--- src/rtl/instr_fetch_unit.sv ---
// Instruction fetch front end: issues word-aligned imem reads under a 2-slot credit,
// tags in-flight PCs, buffers responses in a 2-entry queue and hands them to decode.
module instr_fetch_unit #(
  parameter logic [31:0] RESET_PC = 32'h0000_0000
) (
  input  logic        clk,
  input  logic        rst,
  input  logic        redirect_valid,
  input  logic [31:0] redirect_pc,
  output logic        imem_req,
  output logic [31:0] imem_addr,
  input  logic        imem_gnt,
  input  logic        imem_rvalid,
  input  logic [31:0] imem_rdata,
  output logic        instr_valid,
  input  logic        instr_ready,
  output logic [31:0] instr_out,
  output logic [31:0] instr_pc
);

  logic [31:0] fetch_pc;
  logic [1:0]  outstanding;
  logic [1:0]  drop;
  logic [1:0]  count;
  logic        rd_ptr;
  logic        pq_rd;
  logic        pq_wr;

  logic [31:0] pq_pc      [2];
  logic [31:0] fifo_instr [2];
  logic [31:0] fifo_pc    [2];

  logic        credit;
  logic        grant;
  logic        resp;
  logic        push;
  logic        pop;
  logic        wr_ptr;
  logic [2:0]  occupancy;

  // Credit is built from registered state only so instr_ready never reaches imem_req.
  assign occupancy = {1'b0, outstanding} + {1'b0, count};
  assign credit    = occupancy < 3'd2;
  assign imem_req  = credit && !redirect_valid && rst;
  assign imem_addr = fetch_pc;

  assign grant  = imem_req && imem_gnt;
  assign resp   = imem_rvalid && (outstanding != 2'd0);
  assign push   = resp && (drop == 2'd0) && !redirect_valid;
  assign pop    = instr_valid && instr_ready;
  assign wr_ptr = rd_ptr ^ count[0];

  assign instr_valid = (count != 2'd0);
  assign instr_out   = instr_valid ? fifo_instr[rd_ptr] : 32'h0;
  assign instr_pc    = instr_valid ? fifo_pc[rd_ptr]    : 32'h0;

  always_ff @(posedge clk or negedge rst) begin
    if (!rst) begin
      fetch_pc    <= RESET_PC;
      outstanding <= 2'd0;
      drop        <= 2'd0;
      count       <= 2'd0;
      rd_ptr      <= 1'b0;
      pq_rd       <= 1'b0;
      pq_wr       <= 1'b0;
    end else begin
      outstanding <= outstanding + {1'b0, grant} - {1'b0, resp};
      if (grant) pq_wr <= ~pq_wr;
      if (resp)  pq_rd <= ~pq_rd;
      if (redirect_valid) begin
        fetch_pc <= redirect_pc & 32'hFFFF_FFFC;
        count    <= 2'd0;
        // Everything still in flight, minus a response landing right now, is stale.
        drop     <= outstanding - {1'b0, resp};
      end else begin
        if (grant) fetch_pc <= fetch_pc + 32'd4;
        if (resp && (drop != 2'd0)) drop <= drop - 2'd1;
        count <= count + {1'b0, push} - {1'b0, pop};
        if (pop) rd_ptr <= ~rd_ptr;
      end
    end
  end

  // Payload storage carries no reset; validity is tracked by the counters above.
  always_ff @(posedge clk) begin
    if (grant) pq_pc[pq_wr] <= fetch_pc;
    if (push) begin
      fifo_instr[wr_ptr] <= imem_rdata;
      fifo_pc[wr_ptr]    <= pq_pc[pq_rd];
    end
  end

endmodule

--- config.mk ---
export PLATFORM = sky130hd
export DESIGN_NAME = instr_fetch_unit
export DESIGN_NICKNAME = d
export VERILOG_FILES = /design/src/rtl/instr_fetch_unit.sv
export SDC_FILE = /design/constraint.sdc
export NUM_CORES = 1
export LEC_CHECK = 0
export BUFFER_PORTS_ARGS = -buffer_cell sky130_fd_sc_hd__buf_4
export CORE_MARGIN = 5
export CORE_UTILIZATION = 45
export CTS_BUF_LIST = sky130_fd_sc_hd__clkbuf_8 sky130_fd_sc_hd__clkbuf_16
export CTS_CLUSTER_SIZE = 20
export DETAILED_ROUTE_END_ITERATION = 7
export GPL_TIMING_DRIVEN = 1
export PLACE_DENSITY = 0.76
export REMOVE_ABC_BUFFERS = 1
export SETUP_SLACK_MARGIN = 0.3
export SYNTH_ARGS = -nofsm -noshare
export SYNTH_HDL_FRONTEND = slang
export SYNTH_SLANG_ARGS = --single-unit
--- constraint.sdc ---
create_clock -name clk -period 8.12 [get_ports clk]
set_input_delay 0.812 -clock clk [delete_from_list [all_inputs] [get_ports clk]]
set_output_delay 0.812 -clock clk [all_outputs]
set_load 0.01 [all_outputs]
# Word-level counts from Yosys, hierarchy flattened
# Memories as Yosys holds them, arrays and structs flattened.
# Index checks and enable logic that the tools add are counted.
# classes
n_mux	11
n_reduce_logical	16
n_lt_le_gt_ge	1
bitwise	5
addsub	8
# op_table
cell	n
2-to-1 mux 32 bit	4
adder 32 x 3 -> 32 bit, second input constant	1
nonzero test 2 bit	5
logical AND 1 bit	8
2-to-1 mux 2 bit	3
subtractor 2 x 1 -> 2 bit	3
adder 2 x 1 -> 2 bit	2
2-to-1 mux 1 bit	4
NOT 1 bit	4
adder 2 x 2 -> 3 bit	1
< comparator 3 x 2 -> 1 bit, second input constant	1
logical NOT 2 bit	1
AND reduction 2 bit	1
subtractor 2 x 1 -> 2 bit, second input constant	1
logical NOT 1 bit	1
XOR 1 bit	1
# word_totals
memories	3
elab_cells	51
output_inout_bits	98
ramBits	192
register_bits	41
# mem_list
memory	depth	width	rd	rd_ports_with_merged_regs	write_ports	line	text
fifo_instr	2	32	1	0	1	30	logic [31:0] fifo_instr [2];
fifo_pc	2	32	1	0	1	31	logic [31:0] fifo_pc [2];
pq_pc	2	32	1	0	1	29	logic [31:0] pq_pc [2];

# Depth between registers and ports, before layout
# Gate-level depths: netlist of the first run.
# depth
depth_word	7
depth_mapped	11

# Worst setup path before layout of the first run
# OpenSTA, ideal clock, no wires.
# synth_path
path_kind	input -> register
startpoint	input port redirect_valid
endpoint	memory fifo_instr[1][0] (enable)
n_path_buf	1
arrival_time_ns	4.014
required_time_ns	7.631
path_stages	4
path_slack_ns	3.617
setup_time_ns	0.489
path_cell_list	clkbuf_1 inv_2 nand3_1 nor2b_1
# synth_between
elab_chain_len	4
# synth_lines
item	line	text
from (decl)	8	input logic redirect_valid,
logical NOT 1 bit	49	assign push = resp && (drop == 2'd0) && !redirect_valid;
logical AND 1 bit	49	
2-to-1 mux 1 bit	87	if (push) begin
2-to-1 mux 1 bit (not written as such)	88	fifo_instr[wr_ptr] <= imem_rdata;
to (decl)	30	
# No other way between the ends.

# Worst setup path after layout of the first run
# layout_path
startpoint	register count[0]
endpoint	register fetch_pc[19] (netlist: imem_addr[19])
# layout_between
elab_chain_len	6
# layout_lines
item	line	text
from (decl)	24	logic [1:0] count;
from (signal assigned)	78	count <= count + {1'b0, push} - {1'b0, pop};
adder 2 x 2 -> 3 bit	42	assign occupancy = {1'b0, outstanding} + {1'b0, count};
< comparator 3 x 2 -> 1 bit	43	assign credit = occupancy < 3'd2;
logical AND 1 bit (2 in series)	44	assign imem_req = credit && !redirect_valid && rst;
logical AND 1 bit	47	assign grant = imem_req && imem_gnt;
nonzero test 2 bit (no source line)	n/a	
to (signal assigned)	71	fetch_pc <= redirect_pc & 32'hFFFF_FFFC;
to (signal assigned)	76	if (grant) fetch_pc <= fetch_pc + 32'd4;
to (decl)	21	logic [31:0] fetch_pc;
# No other way between the ends.
# A chain may end at the register's enable or synchronous reset.

==> out/results.ini, run 1 <==
[run_status]
outcome = completed

[place]
number_of_port_buffers = 161
globalplace.congestion = 0.740
place_ws_ns = 4.63
detailedPlacementHpwl_mm = 11.9

[layout]
area_delta_synth_final_pct = 24.2
layout-drive-gt1-share_pct = 29.8
fillers = 1674
layout_commonest_cell = edfxtp_1
most-common-layout-cells = 184 x edfxtp_1, 166 x buf_4, 81 x nor2_1
num-nets-final = 865
antenna_cells_inserted = 0

[grt]
globalRoute.totalOverflow = 0
grt_antenna_before_repair = 0
grt_first_pass_wirelength_mm = 30.8
grt_pass1_vias = 5668
grtUsageTotal_pct = 16.2
pin_count_of_the_biggest_net_entering_global_routing = 65

[timing]
timing.fmax_mhz = 310
final-hold-violation-count = 0
fin_ws_ns = 4.89
setup-tns-final_ns = 0
rsz0062_at_grt = no
setup_viol = 0
timing.max_slew.rel_slack_pct = 20.5
fin_crit_ns = 3.23
timing.final.crit_share_pct = 39.8
worst_clock_skew_ns = 0.0131
finalMaxSlewViolations = 0
transition_at_the_pin_with_the_smallest_max_transition_slack_ns = 1.19

[floorplan]
die_height_um = 153
placement_rows = 52
pin_count = 168
total_die_area_um2 = 23300
placeableCoreArea_um2 = 20200
die_width_um = 153
initial_core_util_pct = 45.5

[detailed_routing]
routed_wire_length_per_instance_um = 17.7
vias = 5510
final_routed_drc_violation_total = 0
routed_via_density = 5.13
drtAntennaViolNets = 0
drt_first_iter_violations = 280
router_iterations_before_antenna_repair = 4
detail_route.wirelength_mm = 19.0

[critical_path]
critPathKind = reg2reg
worst-path-max-fanout = 17
startpoint_type = flop
timing.critical_path.required_ns = 8.55
end_kind = flop
cp_data_arrival_time_ns = 3.66
reg2reg_setup_slack_ns = 4.89

[logic_synthesis]
synth_top_family_by_area = multiplexers
synth_enable_flop_cells = 184
synthesis.instances = 625
post_synth.cell_area_avg_um2 = 14.7
ys_dominant_reg_cell = edfxtp_1
yosys.area_share.simple_pct = 9.66
synth_fa_ha_area_share_pct = 1.17
synth_seq_cells = 223
synth-seq-area-share_pct = 70.9
synth_cell_types = 46
synth-compound-area-share_pct = 3.73
synth-warning-count = 0
muxShareOfSynthArea_pct = 10.6
synthesis.area_um2 = 9170
synth_xor_area_share_pct = 1.82
asyncSetResetFlopFracSynth_pct = 17.5

[power_and_ir_drop]
switching_share_pct = 29.6
power_share_of_the_sequential_group_pct = 45.2
power.density_nw_per_um2 = 302
max_rail_drop_vdd_mv = 0.347
net-switching-power_uw = 1020
power_leakage_uw = 0.00437
cellInternalPower_uw = 2420
power_frac_clock_pct = 29.3
combinational_cell_fraction_of_total_power_pct = 25.5

[clock_tree]
cts-buffers-inserted = 24
htree_levels = 1
post_cts_resized = 0
cts_buffer_depth = 3
clock_latency_ns = 0.51
postCtsHoldBufs = 0
tritoncts_clock_tree = built
clk_pin_slew_worst_paths_ns = 0.06
tritoncts_num_sinks = 223
cts_post_setup_buffers_inserted = 0
root_cell_of_the_clock_tree = clkbuf_16

[flow_run]
maximum_capacitance_violations = 0

[worst_hold_path]
hold_path_class = in2async

cells in the mapped netlist (11+ instances only):
master	instances	share of area, %
clkbuf_1	20	0.82
o21ai_0	17	0.93
inv_1	11	0.45
dfrtp_1	39	11
a31oi_1	14	0.96
mux2_2	30	3.7
xnor2_1	11	1.1
nand2_1	26	1.1
or4_1	15	1.2
nor2_1	84	3.4
mux2i_1	63	6.9
nand3_1	15	0.82
edfxtp_1	184	60
logic make-up after synthesis:
| family | after synthesis |
|---|---|
| simple gates | 183 |
| mux | 93 |
| compound gates | 53 |
| xor+xnor | 19 |
| flops | 223 |
| fa+ha+maj | 8 |
| buf+inv | 45 |
| other cells | 1 |
state kept, by name, indices dropped and copies added, names as in the netlist:
signal / cells
drop: 2
fifo_pc: 60
pq_rd: 1
count: 2
rd_ptr: 1
fifo_instr: 64
imem_addr: 30
pq_wr: 1
outstanding: 2
pq_pc: 60
routing by layer:
metal / track usage, % / part of all wire (%) / vias up
li1: - / - / 2667
met1: 21.3 / 43 / 2664
met2: 27.9 / 50 / 153
met3: 3.41 / 4.8 / 26
met4: 3.61 / 1.8 / 0
met5: 0 / 0 / -
worst paths after layout:
check | from | end | cells past startpoint
setup / recovery | count[0] | imem_addr[19] | 6
hold / removal | rst | imem_addr[31] | 1
setup reg to reg | count[0] | imem_addr[19] | 6
hold reg to reg | pq_wr | pq_wr | 1
max in group asynchronous | rst | rd_ptr | 1
min in group clk | imem_rdata[22] | fifo_instr[1][22] | 1
critical path, cell delays in order, from the launching register on:
cell	delay, ns
dfrtp_1	0.43
and2_1	0.19
fa_1	0.48
nand4bb_1	0.50
or3_1	0.79
or4_1	0.60
a31oi_1	0.17
through the flow:
stage | cells | utilization, % | power (µW) | hold WS, ns | cell area (µm²)
2_1_floorplan | 595 | - | 2080 | 0.456 | 9030
3_3_place_gp | 1031 | 52.8 | 2450 | 0.528 | 10600
3_5_place_dp | 1031 | 52.8 | 2470 | 0.548 | 10600
4_1_cts | 1075 | 56.5 | 3480 | 0.305 | 11400
5_1_grt | 1075 | 56.5 | 3620 | 0.327 | 11400
6_report | 1075 | 56.5 | 3440 | 0.296 | 11400
power by group through the flow:
stage	combinational (µW)	sequential, µW	clock, µW
after floorplan	524	1550	0
after global placement	878	1570	0
after detailed placement	891	1580	0
after CTS	894	1560	1030
after global routing	963	1570	1090
final	876	1550	1010
layout make-up:
class,instances,area (µm²),area share (%)
clock inverter,19,126,1.11
tap,270,338,2.97
clock buffer,25,614,5.39
timing repair buffer,166,1250,10.9
sequential,223,6500,57.1
inverter,12,45.0,0.395
multi-input combinational,360,2510,22.1
Power figures use the tool's default switching activity.
==> run 2, diff against run 1 <==
Settings changed: ABC_AREA from default to 1, PLACE_DENSITY 0.76 to 0.78.
Clock period 8.12 ns to 2.95 ns, I/O delays scaled along.
==> run 2 against run 1 <==
Sequential share of layout area fell by 4.0 points. Synthesized cell count rose by 45%. Via count rose by 26%. Utilization rose by 1.8 points. Non-clock buffer count rose by 41. Hold slack got worse by 0.28 ns. Clock skew fell by 0.0045 ns. Combinational power rose to 3.5 times the previous value. Critical endpoint is now instr_pc[2]. Clock power rose to 2.8 times the previous value. Global-route usage rose by 1.4 points. Total power rose to 3.0 times the previous value. Highest routed layer unchanged.
==> out/results.ini, run 2 <==
[run_status]
outcome = completed

[layout]
area_delta_synth_final_pct = 27.5
largest_register_ff_count = 64
antenna_cells_inserted = 0
layout_commonest_cell = nand2_1
stdcell_count = 1391
layout_top_registers = fifo_instr x64, fifo_pc x60, pq_pc x60
regMostFlops = fifo_instr
layout-drive-gt1-share_pct = 21.5
fillers = 1694
most-common-layout-cells = 338 x nand2_1, 184 x edfxtp_1, 170 x buf_4
num-nets-final = 1178
design_area_um2 = 12200

[timing]
fin_crit_ns = 2.41
worst_clock_skew_ns = 0.00865
transition_at_the_pin_with_the_smallest_max_transition_slack_ns = 1.03
timing.final.crit_share_pct = 81.6
finalHoldWorstSlack_ns = 0.0190
fin_ws_ns = 0.543
finalMaxSlewViolations = 0
final-hold-violation-count = 0
rsz0062_at_grt = no
setup_viol = 0
timing.fmax_mhz = 416
setup-tns-final_ns = 0
timing.max_slew.rel_slack_pct = 31.2

[logic_synthesis]
netlist_top_cells_count = 338 x nand2_1, 184 x edfxtp_1, 64 x a21oi_1
synth-seq-area-share_pct = 67.7
netlist_top_cells_area = edfxtp_1 58%, nand2_1 13%, dfrtp_1 10%
synth_cell_types = 33
asyncSetResetFlopFracSynth_pct = 17.5
yosys.cell_count.top_type = nand2_1
synthesis.instances = 906
post_synth.cell_area_avg_um2 = 10.6
synthesis.area_um2 = 9610
synth_enable_flop_cells = 184
yosys_top_cell_by_area = edfxtp_1
ys_dominant_reg_cell = edfxtp_1
synthDominantCellAreaShare_pct = 57.5
synth-warning-count = 0
synth_seq_cells = 223

[critical_path]
critPathSlowestCell = inv_2
cell_family_with_most_cp_delay = buffers and inverters
crit_path_cell_trace = inv_2, buf_12, nand2_1, a21oi_1, buf_4
crit_start = rd_ptr
timing.critical_path.required_ns = 2.65
end_kind = primary output
critPathBufInv = 3
reg2reg_setup_slack_ns = 0.56
startpoint_type = flop
critPathKind = reg2out
cp_data_arrival_time_ns = 2.11
worst_r2r_startpoint = count[0]
worst-path-max-fanout = 34
timing.critical_path.slowest_cell_delay_ns = 0.44

[detailed_routing]
router_iterations_before_antenna_repair = 5
drtAntennaViolNets = 0
vias = 6970
routed_wire_length_per_instance_um = 15.7
routed_via_density = 5.01
final_routed_drc_violation_total = 0
drt_first_iter_violations = 581
detail_route.wirelength_mm = 21.8

[grt]
top_usage_layer = met2
grtUsageTotal_pct = 17.6
grt_antenna_before_repair = 0
pin_count_of_the_biggest_net_entering_global_routing = 63
grt_first_pass_wirelength_mm = 34.6
grtUsageMet1_pct = 23.2
fraction_of_met2_tracks_used_by_global_routing_pct = 30.3
globalRoute.totalOverflow = 0
grt_pass1_vias = 6773
grtUsageMet3_pct = 2.64

[clock_tree]
root_cell_of_the_clock_tree = clkbuf_16
cts-buffers-inserted = 23
cts_buffer_depth = 3
post_cts_resized = 0
tritoncts_clock_tree = built
clk_pin_slew_worst_paths_ns = 0.06
tritoncts_num_sinks = 223
clock_latency_ns = 0.49
postCtsHoldBufs = 33
cts_post_setup_buffers_inserted = 0
htree_levels = 1

[place]
detailedPlacementHpwl_mm = 14.0
placedInstanceArea_um2 = 11100
place.detailed.instances = 1317
place_ws_ns = 0.567
globalplace.congestion = 0.833
number_of_port_buffers = 161

[floorplan]
pin_count = 168
die_height_um = 156
total_die_area_um2 = 24400
initial_core_util_pct = 45.7
placeableCoreArea_um2 = 21000
placement_rows = 53
die_width_um = 156

[power_and_ir_drop]
power_leakage_uw = 0.00507
power.density_nw_per_um2 = 837
max_rail_drop_vdd_mv = 0.446

[worst_hold_path]
timing.hold.worst.start = redirect_pc[9]
hold_path_class = in2reg

[flow_run]
maximum_capacitance_violations = 0

run 2: logic make-up (layout without fill, tap and decap cells):
kind of cell | Yosys count | in the layout | share of synthesized area, %
and+or+nand+nor | 470 | 470 | 20.3
xor gates and xnor gates | 14 | 14 | 1.28
AOI/OAI and AO/OA | 94 | 94 | 5.24
DFF | 223 | 223 | 67.7
adders and majority gates | 8 | 8 | 1.12
other | 1 | 4 | 0.0390
buffers and inverters | 96 | 303 | 4.30
run 2: layer usage:
metal	vias to the layer above	wire length (µm)
met2	231	10900
met5	-	0
met1	3296	9030
met4	0	473
li1	3411	-
met3	32	1350
run 2: final cells by class:
type	instances	area, µm²	area share (%)
repair buffers	207	1690	13.8
flip-flops and latches	223	6500	53.1
clock inverters	12	80.1	0.654
clock buffers	29	692	5.65
well taps	275	344	2.81
multi-input cells	590	2730	22.3
inverters	55	209	1.71
run 2: worst register-to-register path, stage by stage (launching register included):
cell and delay, ns:
dfrtp_1 0.44, nand2_1 0.09, inv_1 0.05, fa_1 0.43, nor2_1 0.22, nand4_4 0.15, buf_4 0.25, nor2_2 0.12
buf_4 0.29
run 2: power breakdown:
group          switching, µW  total [µW]  internal [µW]  leakage, µW
clock network           1120        2860           1740     0.000401
logic                   1940        3100           1160      0.00253
registers                308        4290           3980      0.00214
run 2: worst paths after layout:
path | cells past startpoint | endpoint
worst max-delay path | 5 | instr_pc[2]
worst min-delay path | 3 | imem_addr[9]
worst max register to register | 8 | pq_pc[1][22]
worst min register to register | 2 | fifo_pc[1][18]
max in group asynchronous | 3 | rd_ptr
min in group asynchronous | 3 | outstanding[0]
run 2: through the flow:
step           utilization (%)  power [µW]
2_1_floorplan                -        5960
3_3_place_gp              53.0        7340
3_5_place_dp              53.0        7430
4_1_cts                   58.2       10300
5_1_grt                   58.2       10900
6_report                  58.2       10300
==> run 3, diff against run 2 <==
Settings changed: PLACE_DENSITY 0.78 to 0.75.
Clock period 2.95 ns to 2.5 ns, I/O delays scaled along.
==> run 3 against run 2 <==
Non-clock buffer count rose by 18. Global-route usage rose by 0.079 points. Final cell count rose by 1.3%. Combinational power rose by 22%. Register-to-register slack got worse by 0.16 ns. Critical endpoint is now imem_req. Largest cell class unchanged.
==> out/results.ini, run 3 (synthesized netlist as in run 2, its figures left out) <==
[place]
globalplace.congestion = 0.828
number_of_port_buffers = 161
detailedPlacementHpwl_mm = 14.5
place.detailed.instances = 1320
placedInstanceArea_um2 = 11200

[layout]
largest_register_ff_count = 64
stdcell_count = 1409
final_core_utilization_pct = 58.9
layout_top_registers = fifo_instr x64, fifo_pc x60, pq_pc x60
sequential_cell_area_in_the_final_layout_um2 = 6500
regMostFlops = fifo_instr
layout_commonest_cell = nand2_1
num-nets-final = 1196
antenna_cells_inserted = 0
layout-drive-gt1-share_pct = 21.7
fillers = 1705
most-common-layout-cells = 338 x nand2_1, 184 x edfxtp_1, 174 x buf_4
design_area_um2 = 12400
area_delta_synth_final_pct = 28.9
multi_input_comb_area_um2 = 2750

[timing]
setup-tns-final_ns = 0
timing.max_slew.rel_slack_pct = 32.1
timing.fmax_mhz = 463
finalHoldWorstSlack_ns = 0.0166
fin_crit_ns = 2.16
rsz0062_at_grt = yes
worst_clock_skew_ns = 0.00743
setup_viol = 0
timing.final.crit_share_pct = 86.4
transition_at_the_pin_with_the_smallest_max_transition_slack_ns = 1.02
final-hold-violation-count = 0
finalMaxSlewViolations = 0

[grt]
grt_antenna_before_repair = 0
grtUsageTotal_pct = 17.7
grt_first_pass_wirelength_mm = 34.8
pin_count_of_the_biggest_net_entering_global_routing = 63
grt_pass1_vias = 6923
globalRoute.totalOverflow = 0

[critical_path]
critPathKind = reg2out
worst_case_reg_to_reg_path_depth = 9
cp_data_arrival_time_ns = 1.91
reg2reg_setup_slack_ns = 0.40
end_kind = primary output
worst-path-max-fanout = 4
timing.critical_path.required_ns = 2.25
crit_path_cell_trace = nand2_1, inv_1, fa_1, nor2_2, and3_1, buf_4
worst_r2r_startpoint = outstanding[0]
critical_path.reg2reg.endpoint = outstanding[1]
startpoint_type = flop
timing.critical_path.slowest_cell_delay_ns = 0.45
critPathSlowestCell = fa_1

[floorplan]
pin_count = 168
total_die_area_um2 = 24400
initial_core_util_pct = 45.7
placement_rows = 53
die_height_um = 156
die_width_um = 156
placeableCoreArea_um2 = 21000

[clock_tree]
clock_latency_ns = 0.50
cts-buffers-inserted = 23
tritoncts_clock_tree = built
htree_levels = 1
tritoncts_num_sinks = 223
root_cell_of_the_clock_tree = clkbuf_16
clk_pin_slew_worst_paths_ns = 0.06
cts_buffer_depth = 3

[worst_hold_path]
hold_path_class = in2reg
whs_endpoint = imem_addr[15]
whs_path_depth = 3
timing.hold.worst.start = redirect_pc[15]

[detailed_routing]
routed_wire_length_per_instance_um = 15.9
drtAntennaViolNets = 0
routed_via_density = 4.95
vias = 6974
router_iterations_before_antenna_repair = 6
detail_route.wirelength_mm = 22.4
drt_first_iter_violations = 455
final_routed_drc_violation_total = 0

[power_and_ir_drop]
max_rail_drop_vdd_mv = 0.572
power_leakage_uw = 0.00513
power.density_nw_per_um2 = 966

[flow_run]
maximum_capacitance_violations = 0

[run_status]
outcome = completed

run 3: cell types whose count changed in the layout (fill, tap and decap cells not counted), moves of 2 or more:
cell,delta
buf_6,+2
clkbuf_16,-2
dlygate4sd3_1,+10
inv_1,+5
clkinv_2,-2
buf_4,+4
run 3: area by class of cell:
type / instances / share of cell area (%)
multi-input cells: 590 / 22.2
repair buffers: 225 / 15.2
inverters: 55 / 1.71
clock inverters: 15 / 0.576
well taps: 275 / 2.78
clock buffers: 26 / 4.98
flip-flops and latches: 223 / 52.5
run 3: routing by layer:
layer,GRT usage (%),vias to the layer above,share of wire [%]
li1,-,3446,-
met1,22.6,3288,43
met2,30.9,200,49
met3,2.36,40,5.4
met4,6.61,0,2.7
met5,0,-,0
run 3: where the power goes:
| part | leakage (µW) | switching, µW | internal, µW |
|---|---|---|---|
| Sequential | 0.00214 | 379 | 4700 |
| Clock | 0.000371 | 1330 | 1760 |
| Combinational | 0.00263 | 2320 | 1470 |
run 3: critical path: cells and delay by family (launching register included):
kind                     cells  cell delay [ns]
adder cells (fa/ha/maj)      1             0.45
flip-flops                   1             0.41
AND/OR/NAND/NOR              3             0.40
buffers and inverters        2             0.15
run 3: metrics by stage:
step                      setup WS, ns  total power, µW
after floorplan                  -2.11             7170
after global placement           0.185             8710
after detailed placement        0.0619             8810
after CTS                        0.276            12000
after global routing             0.275            12600
final                            0.340            12000
run 3: worst max path at each step:
| stage | from | end | cells after the start |
|---|---|---|---|
| final | outstanding[0] | imem_req | 6 |
| after global routing | outstanding[0] | imem_req | 6 |
| after CTS | rd_ptr | instr_pc[4] | 5 |
| after detailed placement | count[0] | imem_addr[25] | 10 |
| after global placement | count[0] | imem_addr[25] | 10 |
| after floorplan | rd_ptr | fifo_instr[0][0] | 3 |
run 3: timing repair:
item	CTS	global route
resized for setup	4	4
endpoints found under the setup margin	90	61
setup buffers	3	1
pin swaps	2	1
hold buffers	43	0
gates cloned	0	1
hold endpoints to repair	113	0
